==> config.mk <==
export PLATFORM = sky130hd
export DESIGN_NAME = discrete_range_sequencer_flat
export DESIGN_NICKNAME = d
export VERILOG_FILES = /design/src/rtl/discrete_range_sequencer_if.sv /design/src/rtl/discrete_range_sequencer.sv /design/src/flat_wrapper.sv
export SDC_FILE = /design/constraint.sdc
export NUM_CORES = 1
export LEC_CHECK = 0
export ABC_AREA = 1
export CAP_MARGIN = 15
export CORE_MARGIN = 8
export CORE_UTILIZATION = 48
export DETAILED_ROUTE_END_ITERATION = 7
export PLACE_DENSITY = 0.73
export SYNTH_ARGS = -nofsm -noshare
export SYNTH_HDL_FRONTEND = slang
export SYNTH_SLANG_ARGS = --single-unit
==> constraint.sdc <==
create_clock -name clk -period 4 [get_ports clk]
set_input_delay 0.8 -clock clk [delete_from_list [all_inputs] [get_ports clk]]
set_output_delay 0.8 -clock clk [all_outputs]
set_load 0.01 [all_outputs]
==> src/rtl/discrete_range_sequencer_if.sv <==
// Request/result and table-read signals of the discrete range sequencer.
// The master side issues requests and serves the table; the slave side is the sequencer.
interface discrete_range_sequencer_if #(
  parameter int W = 8,
  parameter int V = 8,
  parameter int C = 4
);
  logic         in_start;
  logic [V-1:0] in_variable_index;
  logic [C-1:0] in_number_of_choices_minus_one;
  logic [W-1:0] in_random;
  logic [V-1:0] out_table_variable_index;
  logic [C-1:0] out_table_choice_index;
  logic [W-1:0] in_table_start;
  logic [W-1:0] in_table_end;
  logic [W-1:0] out_value;
  logic         out_valid;
  logic         out_busy;
  logic         out_error;

  modport master (
    output in_start, in_variable_index, in_number_of_choices_minus_one, in_random,
    output in_table_start, in_table_end,
    input  out_table_variable_index, out_table_choice_index,
    input  out_value, out_valid, out_busy, out_error
  );

  modport slave (
    input  in_start, in_variable_index, in_number_of_choices_minus_one, in_random,
    input  in_table_start, in_table_end,
    output out_table_variable_index, out_table_choice_index,
    output out_value, out_valid, out_busy, out_error
  );
endinterface

==> src/rtl/discrete_range_sequencer.sv <==
// Picks a random choice for a variable by rejection sampling, reads its [start,end]
// range from an external table, then rejection-samples a uniform value inside that range.
module discrete_range_sequencer #(
  parameter int MAX_BIT_WIDTH_OF_INTEGER_VARIABLE = 8,
  parameter int MAX_BIT_WIDTH_OF_VARIABLES_INDEX  = 8,
  parameter int MAX_BIT_WIDTH_OF_DISCRETE_CHOICES = 4,
  parameter int MAX_RETRIES                       = 16
) (
  input logic                     clk,
  input logic                     reset,
  discrete_range_sequencer_if.slave bus
);
  localparam int W  = MAX_BIT_WIDTH_OF_INTEGER_VARIABLE;
  localparam int V  = MAX_BIT_WIDTH_OF_VARIABLES_INDEX;
  localparam int C  = MAX_BIT_WIDTH_OF_DISCRETE_CHOICES;
  localparam int RW = $clog2(MAX_RETRIES + 1);

  typedef enum logic [2:0] {
    IDLE,
    PICK_CHOICE,
    READ_TABLE,
    PICK_VALUE,
    DONE
  } state_t;

  // Smallest all-ones mask covering x: smear every set bit towards the LSB.
  function automatic logic [W-1:0] fill_w(input logic [W-1:0] x);
    logic [W-1:0] m;
    m = x;
    for (int i = 1; i < W; i++) m = m | (x >> i);
    return m;
  endfunction

  function automatic logic [C-1:0] fill_c(input logic [C-1:0] x);
    logic [C-1:0] m;
    m = x;
    for (int i = 1; i < C; i++) m = m | (x >> i);
    return m;
  endfunction

  state_t        state_q, state_d;
  logic [V-1:0]  var_q, var_d;
  logic [C-1:0]  nchoice_q, nchoice_d;
  logic [C-1:0]  choice_q, choice_d;
  logic [RW-1:0] retry_q, retry_d;
  logic          err_q, err_d;
  logic [W-1:0]  start_q, start_d;
  logic [W-1:0]  end_q, end_d;
  logic [W-1:0]  value_q, value_d;
  logic          valid_q, valid_d;
  logic          err_out_q, err_out_d;

  logic [C-1:0]  cand;
  logic [W-1:0]  span;
  logic [W-1:0]  offset;
  logic          retry_last;

  always_comb begin
    // NOTE: every variable gets a default first so no path leaves it unassigned,
    // which would otherwise infer a latch.
    state_d    = state_q;
    var_d      = var_q;
    nchoice_d  = nchoice_q;
    choice_d   = choice_q;
    retry_d    = retry_q;
    err_d      = err_q;
    start_d    = start_q;
    end_d      = end_q;
    value_d    = value_q;
    err_out_d  = err_out_q;
    valid_d    = (state_q == DONE);

    cand       = bus.in_random[C-1:0] & fill_c(nchoice_q);
    span       = end_q - start_q;
    offset     = bus.in_random & fill_w(span);
    retry_last = (retry_q == RW'(MAX_RETRIES - 1));

    unique case (state_q)
      IDLE: begin
        if (bus.in_start) begin
          var_d     = bus.in_variable_index;
          nchoice_d = bus.in_number_of_choices_minus_one;
          retry_d   = '0;
          err_d     = 1'b0;
          err_out_d = 1'b0;
          state_d   = PICK_CHOICE;
        end
      end
      PICK_CHOICE: begin
        if (cand <= nchoice_q) begin
          choice_d = cand;
          retry_d  = '0;
          state_d  = READ_TABLE;
        end else if (retry_last) begin
          // Give up on the choice but still produce a value from choice 0.
          choice_d = '0;
          err_d    = 1'b1;
          retry_d  = '0;
          state_d  = READ_TABLE;
        end else begin
          retry_d = retry_q + RW'(1);
        end
      end
      READ_TABLE: begin
        start_d = bus.in_table_start;
        end_d   = bus.in_table_end;
        if (bus.in_table_start > bus.in_table_end) begin
          value_d = bus.in_table_start;
          err_d   = 1'b1;
          state_d = DONE;
        end else begin
          state_d = PICK_VALUE;
        end
      end
      PICK_VALUE: begin
        if (offset <= span) begin
          value_d = start_q + offset;
          state_d = DONE;
        end else if (retry_last) begin
          value_d = start_q;
          err_d   = 1'b1;
          state_d = DONE;
        end else begin
          retry_d = retry_q + RW'(1);
        end
      end
      DONE: begin
        err_out_d = err_q;
        state_d   = IDLE;
      end
      default: state_d = IDLE;
    endcase
  end

  // NOTE: sequential state uses non-blocking assignments so every register
  // samples the values from before the edge.
  always_ff @(posedge clk or posedge reset) begin
    if (reset) begin
      state_q   <= IDLE;
      var_q     <= '0;
      nchoice_q <= '0;
      choice_q  <= '0;
      retry_q   <= '0;
      err_q     <= 1'b0;
      start_q   <= '0;
      end_q     <= '0;
      value_q   <= '0;
      valid_q   <= 1'b0;
      err_out_q <= 1'b0;
    end else begin
      state_q   <= state_d;
      var_q     <= var_d;
      nchoice_q <= nchoice_d;
      choice_q  <= choice_d;
      retry_q   <= retry_d;
      err_q     <= err_d;
      start_q   <= start_d;
      end_q     <= end_d;
      value_q   <= value_d;
      valid_q   <= valid_d;
      err_out_q <= err_out_d;
    end
  end

  // Result flags are registered out of DONE, so they appear one cycle after it.
  assign bus.out_table_variable_index = var_q;
  assign bus.out_table_choice_index   = choice_q;
  assign bus.out_value                = value_q;
  assign bus.out_valid                = valid_q;
  assign bus.out_error                = err_out_q;
  assign bus.out_busy                 = (state_q != IDLE);
endmodule

==> src/flat_wrapper.sv <==
// flat-port wrapper written by rule: the top's interface ports become plain ports
module discrete_range_sequencer_flat 
#(
  parameter int MAX_BIT_WIDTH_OF_INTEGER_VARIABLE = 8,
  parameter int MAX_BIT_WIDTH_OF_VARIABLES_INDEX  = 8,
  parameter int MAX_BIT_WIDTH_OF_DISCRETE_CHOICES = 4,
  parameter int MAX_RETRIES                       = 16
)
  (clk, reset, bus_in_start, bus_in_variable_index, bus_in_number_of_choices_minus_one, bus_in_random, bus_in_table_start, bus_in_table_end, bus_out_table_variable_index, bus_out_table_choice_index, bus_out_value, bus_out_valid, bus_out_busy, bus_out_error);
  discrete_range_sequencer_if #(.W((8)), .V((8)), .C((4))) bus_i ();
  input logic clk;
  input logic reset;
  input wire logic [$bits(bus_i.in_start)-1:0] bus_in_start;
  input wire logic [$bits(bus_i.in_variable_index)-1:0] bus_in_variable_index;
  input wire logic [$bits(bus_i.in_number_of_choices_minus_one)-1:0] bus_in_number_of_choices_minus_one;
  input wire logic [$bits(bus_i.in_random)-1:0] bus_in_random;
  input wire logic [$bits(bus_i.in_table_start)-1:0] bus_in_table_start;
  input wire logic [$bits(bus_i.in_table_end)-1:0] bus_in_table_end;
  output wire logic [$bits(bus_i.out_table_variable_index)-1:0] bus_out_table_variable_index;
  output wire logic [$bits(bus_i.out_table_choice_index)-1:0] bus_out_table_choice_index;
  output wire logic [$bits(bus_i.out_value)-1:0] bus_out_value;
  output wire logic [$bits(bus_i.out_valid)-1:0] bus_out_valid;
  output wire logic [$bits(bus_i.out_busy)-1:0] bus_out_busy;
  output wire logic [$bits(bus_i.out_error)-1:0] bus_out_error;
  assign bus_i.in_start = bus_in_start;
  assign bus_i.in_variable_index = bus_in_variable_index;
  assign bus_i.in_number_of_choices_minus_one = bus_in_number_of_choices_minus_one;
  assign bus_i.in_random = bus_in_random;
  assign bus_i.in_table_start = bus_in_table_start;
  assign bus_i.in_table_end = bus_in_table_end;
  assign bus_out_table_variable_index = bus_i.out_table_variable_index;
  assign bus_out_table_choice_index = bus_i.out_table_choice_index;
  assign bus_out_value = bus_i.out_value;
  assign bus_out_valid = bus_i.out_valid;
  assign bus_out_busy = bus_i.out_busy;
  assign bus_out_error = bus_i.out_error;
  discrete_range_sequencer #(.MAX_BIT_WIDTH_OF_INTEGER_VARIABLE(MAX_BIT_WIDTH_OF_INTEGER_VARIABLE), .MAX_BIT_WIDTH_OF_VARIABLES_INDEX(MAX_BIT_WIDTH_OF_VARIABLES_INDEX), .MAX_BIT_WIDTH_OF_DISCRETE_CHOICES(MAX_BIT_WIDTH_OF_DISCRETE_CHOICES), .MAX_RETRIES(MAX_RETRIES)) u_core (.clk(clk), .reset(reset), .bus(bus_i));
endmodule
# --- Word level (Yosys, flattened, before mapping) ---
# Cells that the tools add are included.
word_totals:
  register_bits: 51
  input_bits: 39
  out_inout_bits: 23
  elab_cells: 81
classes:
  n_addsub: 3
  order_cmp: 3
  eq_ne: 12
  mux: 26
  n_bitwise: 12
  reduce_logical: 14
ops:
  columns: ["operator", "count"]
  rows:
  - ["two-way mux 5 bit", 5]
  - ["two-way mux 8 bit", 3]
  - ["two-way mux 3 bit", 6]
  - ["case mux 8 bit (2 select lines)", 1]
  - ["case mux 5 bit (3 select lines)", 1]
  - ["case mux 3 bit (4 select lines)", 1]
  - ["adder 8 bit", 1]
  - ["AND 8 bit", 1]
  - ["greater-than comparator 8 bit", 1]
  - ["<= comparator 8 bit", 1]
  - ["two-way mux 4 bit", 2]
  - ["!= test 2 bit (second input constant)", 4]
  - ["bitwise OR 8 x 1 -> 8 bit", 1]
  - ["bitwise OR 8 x 2 -> 8 bit", 1]
  - ["bitwise OR 8 x 3 -> 8 bit", 1]
  - ["bitwise OR 8 x 4 -> 8 bit", 1]
  - ["bitwise OR 8 x 5 -> 8 bit", 1]
  - ["bitwise OR 8 x 6 -> 8 bit", 1]
  - ["bitwise OR 8 x 7 -> 8 bit", 1]
  - ["subtractor 8 bit", 1]
  - ["== test 3 x 2 -> 1 bit (second input constant)", 2]
  - ["!= test 3 x 1 -> 1 bit (second input constant)", 2]
  - ["AND reduction 2 bit", 3]
  - ["AND reduction 3 bit", 2]
  - ["other kinds (19)", 26]

# --- Logic depth before layout (Yosys ltp) ---
logic_depth:
  ltp_word: 12
  ltp_mapped: 28
  depth_no_buf: 28

# --- Worst setup path after synthesis ---
# No wires, ideal clock.
synth_path:
  path_kind: "reg2reg"
  start: "register u_core.end_q[0]"
  end: "register u_core.retry_q[0]"
  setup_ps: 117
  arrival_ps: 3174
  required_time_ps: 3883
  path_slack_ps: 709
  stages_incl_launch_ff: 25
  n_path_buf: 0
  period_less_slack_ps: 3291
  cell_sequence: "dfrtp_1 -> inv_1 -> ha_1 -> inv_1 -> fa_1 -> xnor2_2 -> nand3_1 -> nor2_1 -> nand3_2 -> o21ai_0 -> inv_1 -> ha_1 -> inv_1 -> o21bai_1 -> nand3_1 -> nand2_1 -> inv_2 -> nand2_4 -> nand2_4 -> nand2_4 -> nand2_4 -> nor2_8 -> nand2_4 -> nand2_1 -> nand2_1"
synth_between:
  elab_chain_len: 12
synth_lines:
  columns: ["element", "line_no", "text"]
  rows:
  - ["start: declaration", "discrete_range_sequencer.sv:48", "logic [W-1:0] end_q, end_d;"]
  - ["start signal: assignment", "discrete_range_sequencer.sv:158", "end_q <= end_d;"]
  - ["subtractor 8 bit *", "discrete_range_sequencer.sv:74", "span = end_q - start_q;"]
  - ["bitwise OR 8 x 7 -> 8 bit", "discrete_range_sequencer.sv:30", "for (int i = 1; i < W; i++) m = m | (x >> i);"]
  - ["bitwise OR 8 x 6 -> 8 bit", "discrete_range_sequencer.sv:30", null]
  - ["bitwise OR 8 x 5 -> 8 bit", "discrete_range_sequencer.sv:30", null]
  - ["bitwise OR 8 x 4 -> 8 bit", "discrete_range_sequencer.sv:30", null]
  - ["bitwise OR 8 x 3 -> 8 bit", "discrete_range_sequencer.sv:30", null]
  - ["bitwise OR 8 x 2 -> 8 bit", "discrete_range_sequencer.sv:30", null]
  - ["bitwise OR 8 x 1 -> 8 bit", "discrete_range_sequencer.sv:30", null]
  - ["AND 8 bit", "discrete_range_sequencer.sv:75", "offset = bus.in_random & fill_w(span);"]
  - ["<= comparator 8 bit *", "discrete_range_sequencer.sv:116", "if (offset <= span) begin"]
  - ["!= test 2 bit (no line) *", null, null]
  - ["AND reduction 4 bit (no line) *", null, null]
  - ["end signal: assignment", "discrete_range_sequencer.sv:155", "retry_q <= retry_d;"]
  - ["end: declaration", "discrete_range_sequencer.sv:45", "logic [RW-1:0] retry_q, retry_d;"]
# Mark *: on every way between the ends. The rest lies on a longest branch, timed or not.
# A chain may end at the register's enable or synchronous reset.

# --- Worst setup path after layout ---
layout_path:
  start: "register u_core.start_q[0]"
  end: "register u_core.retry_q[0]"
layout_between:
  elab_chain_len: 12
layout_lines:
  columns: ["element", "line_no", "text"]
  rows:
  - ["start: declaration", "discrete_range_sequencer.sv:47", "logic [W-1:0] start_q, start_d;"]
  - ["start signal: assignment", "discrete_range_sequencer.sv:157", "start_q <= start_d;"]
  - ["subtractor 8 bit *", "discrete_range_sequencer.sv:74", null]
  - ["bitwise OR 8 x 7 -> 8 bit", "discrete_range_sequencer.sv:30", null]
  - ["bitwise OR 8 x 6 -> 8 bit", "discrete_range_sequencer.sv:30", null]
  - ["bitwise OR 8 x 5 -> 8 bit", "discrete_range_sequencer.sv:30", null]
  - ["bitwise OR 8 x 4 -> 8 bit", "discrete_range_sequencer.sv:30", null]
  - ["bitwise OR 8 x 3 -> 8 bit", "discrete_range_sequencer.sv:30", null]
  - ["bitwise OR 8 x 2 -> 8 bit", "discrete_range_sequencer.sv:30", null]
  - ["bitwise OR 8 x 1 -> 8 bit", "discrete_range_sequencer.sv:30", null]
  - ["AND 8 bit", "discrete_range_sequencer.sv:75", null]
  - ["<= comparator 8 bit *", "discrete_range_sequencer.sv:116", null]
  - ["!= test 2 bit (no line) *", null, null]
  - ["AND reduction 4 bit (no line) *", null, null]
# Marks and branches as above.

==> results.toml <==
[cts]
hold_buffers = 0
ctsRootBufferMaster = "clkbuf_8"
cts.clk_slew.worst_paths_ns = 0.09
cts.sink_count = 51
cts_buffers = 5
cts_resized = 0
postCtsSetupBuffers = 0
clk_latency_ns = 0.30
cts_buffer_depth = 2
cts_tree = "built"
htree_levels = 2

[hold_path]
whs_path_depth = 2
hold-path-endpoint = "u_core.bus.out_value[1]"
min_from = "u_core.bus.out_value[1]"
min_path_type = "register to register"

[power]
ir_worst_vdd_mv = 0.356
swShare = 0.504
p_total_uw = 4230
power_frac_seq = 0.215
p_clk_frac = 0.085
power_density_nw_per_um2 = 938
p_int_uw = 2100
leakage_uw = 0.00230
combinationalPowerShare = 0.701
net-switching-power_uw = 2130

[cells_and_area]
design_area_um2 = 4510
multi_input_area_um2 = 2060
insertedDiodeCount = 0
fill_cells = 679
seqCellArea_um2 = 1280
layout.nets = 622
syn_to_final_growth_pct = 23.3
fin_util = 0.596
drive_gt1_frac = 0.0967

[critical_path]
arrival_ns = 3.78
cp_top_family = "simple AND/OR/NAND/NOR gates"
reg2reg_slack_ns = 0.42
setup.worst_path.start_class = "register"
critPathMaxStageDelay_ns = 0.44
setup.worst_path.end_class = "register"
path_class = "register to register"
cpMostUsedCell = "nand2_4"
crit_required_ns = 4.20
worst_r2r_endpoint = "u_core.retry_q[0]"
reg2reg_from = "u_core.start_q[0]"
startpoint = "u_core.start_q[0]"
path_buf_inv = 4
worstPathMaxFanout = 9
reg2regPathDepth = 23
cpMaxStageDelayCell = "dfrtp_1"
crit_path_cell_trace = "ha_1 -> inv_1 -> fa_1 -> xnor2_2 -> nand3_1 -> nor2_1 -> nand3_2 -> o21ai_1 -> inv_1 -> ha_1 -> inv_1 -> o21bai_1 -> nand3_1 -> nand2_1 -> inv_2 -> nand2_4 -> nand2_4 -> nand2_4 -> nand2_4 -> nor2_8 -> nand2_4 -> nand2_1 -> nand2_1"

[run]
maxCapViolations = 0

[timing]
setup_ws_ns = 0.422
tightest_slew_ns = 0.850
setup_violations = 0
slew_viol_final = 0
hold_violations = 0
fmax_mhz = 280
rsz0062_at_grt = "no"
slew_headroom = 0.432
setup_tns_ns = 0
layout_min_cycle_time_ns = 3.58
finalCritPeriodShare = 0.894
fin_worst_skew_ns = 0.00394

[synthesis]
avgSynthCellArea_um2 = 7.59
async_flop_share = 1.00
syn_area_um2 = 3660
synth_xor_area_frac = 0.0209
synthAdderAreaFrac = 0.124
synthFlopType = "dfrtp_1"
ys.warnings.count = 0
yosysUniqueCellTypes = 36
muxShareOfSynthArea = 0.0277
synth_edf_count = 0
yosys.area_share.simple = 0.301
synth_top_family_by_area = "simple AND/OR/NAND/NOR gates"
mappedNetlistNets = 556
ys_seq_area_frac = 0.349
syn_inst = 482
synth-seq-cells = 51
synth-compound-area-share = 0.0889

[route]
via_count = 3264
wl_um = 8960
drc = 0
initialDrtViolationCount = 180
drt_first_pass_iters = 4
wl_per_cell_um = 13.8
via_per_inst = 5.02
antenna_left = 0

[status]
outcome = "finished, final reports clean"

[placement]
place_area_um2 = 4400
post-dp-hpwl_um = 7350
io_buffers = 61
gp_congestion = 0.891
pre_cts_slack_ns = 0.323

[grt]
gr-usage-all-layers = 0.182
antenna_found_initial = 0
grt_start_max_net_pins = 34
grt_pass1_vias = 3396
overflow = 0
grt_first_pass_wirelength_um = 15400

[floorplanning]
die_area_um2 = 10700
core_region_area_um2 = 7570
die_h_um = 103
ios = 62
num_rows = 32
initial_core_util = 0.484
die_w_um = 103
## area by class of cell
type / instances / area share
clock buffers: 5 / 0.0153
inverters: 82 / 0.0682
repair buffers: 64 / 0.140
flip-flops and latches: 51 / 0.283
well taps: 102 / 0.0283
clock inverters: 2 / 0.00832
multi-input cells: 344 / 0.457
## synthesized netlist by cell type, drive strengths merged, types with 2 or more instances
| cell | number | area [um2] |
|---|---|---|
| nand2 | 145 | 599 |
| inv | 82 | 308 |
| dfrtp | 51 | 1280 |
| nand3 | 42 | 235 |
| o21ai | 34 | 170 |
| ha | 33 | 413 |
| nor2 | 31 | 150 |
| a21oi | 16 | 83.8 |
| nand4 | 10 | 75.1 |
| mux2 | 9 | 101 |
| xor2 | 6 | 60.1 |
| clkbuf | 4 | 15.0 |
| nand3b | 4 | 30.0 |
| a21boi | 3 | 22.5 |
| fa | 2 | 40.0 |
| nor3 | 2 | 10.0 |
## worst register-to-register path: cells and delay by family, from the launching register on
family,cells,cell delay (ns)
simple gates,13,1.21
fa+ha+maj,3,0.93
flops,1,0.44
compound gates,2,0.36
xor+xnor,1,0.29
buf+inv,4,0.27
## cells in the final DEF (no fill, tap or decap), types with 6 or more instances in the layout
cell type,n
mux2_2,9
nand4_1,8
nand2_1,133
nand3_1,37
o21ai_0,32
inv_1,74
clkdlybuf4s50_1,61
ha_1,33
dfrtp_1,51
nand2_4,6
nand2_2,6
nor2_1,27
a21oi_1,15
inv_2,8
## how the worst max path moves through the flow
stage,to,slack [ns],cells after the start
2_1_floorplan,u_core.retry_q[0],0.71,24
3_3_place_gp,u_core.bus.out_value[7],0.45,21
3_5_place_dp,u_core.bus.out_value[2],0.32,21
4_1_cts,u_core.bus.out_value[2],0.30,21
5_1_grt,u_core.bus.out_value[7],0.02,25
6_report,u_core.retry_q[0],0.42,23
## power groups by stage
| stage | clock, uW | combinational (uW) | sequential (uW) |
|---|---|---|---|
| after global placement | 0 | 2870 | 906 |
| after global routing | 392 | 3360 | 943 |
| final | 358 | 2960 | 909 |
| after detailed placement | 0 | 2940 | 918 |
| after floorplan | 0 | 2160 | 924 |
| after CTS | 373 | 2960 | 908 |
## metal layers
metal	global-route usage	wire length, um	vias up
li1	-	-	1677
met1	0.239	4110	1494
met2	0.303	4320	80
met3	0.0328	427	13
met4	0.0445	114	0
met5	0	0	-
## registers in the layout, summed over array words and instances, names as in the netlist
| name | flops |
|---|---|
| u_core.bus.out_table_variable_index | 8 |
| u_core.bus.out_value | 8 |
| u_core.end_q | 8 |
| u_core.start_q | 8 |
| u_core.retry_q | 5 |
| u_core.bus.out_table_choice_index | 4 |
| u_core.nchoice_q | 4 |
| u_core.state_q | 3 |
| u_core.bus.out_error | 1 |
| u_core.bus.out_valid | 1 |
| u_core.err_q | 1 |
## per-stage QoR
stage	hold slack, ns	std cells
final	0.486	650
after global placement	0.461	643
after floorplan	0.457	482
after CTS	0.492	650
after global routing	0.528	650
after detailed placement	0.467	643
## cell families after synthesis
logic type               after synthesis
XOR/XNOR                               7
multiplexers                           9
buffers and inverters                 87
AO/OA/AOI/OAI                         59
adder cells (fa/ha/maj)               35
AND/OR/NAND/NOR                      234
flip-flops                            51
(Power assumes the default switching activity.)
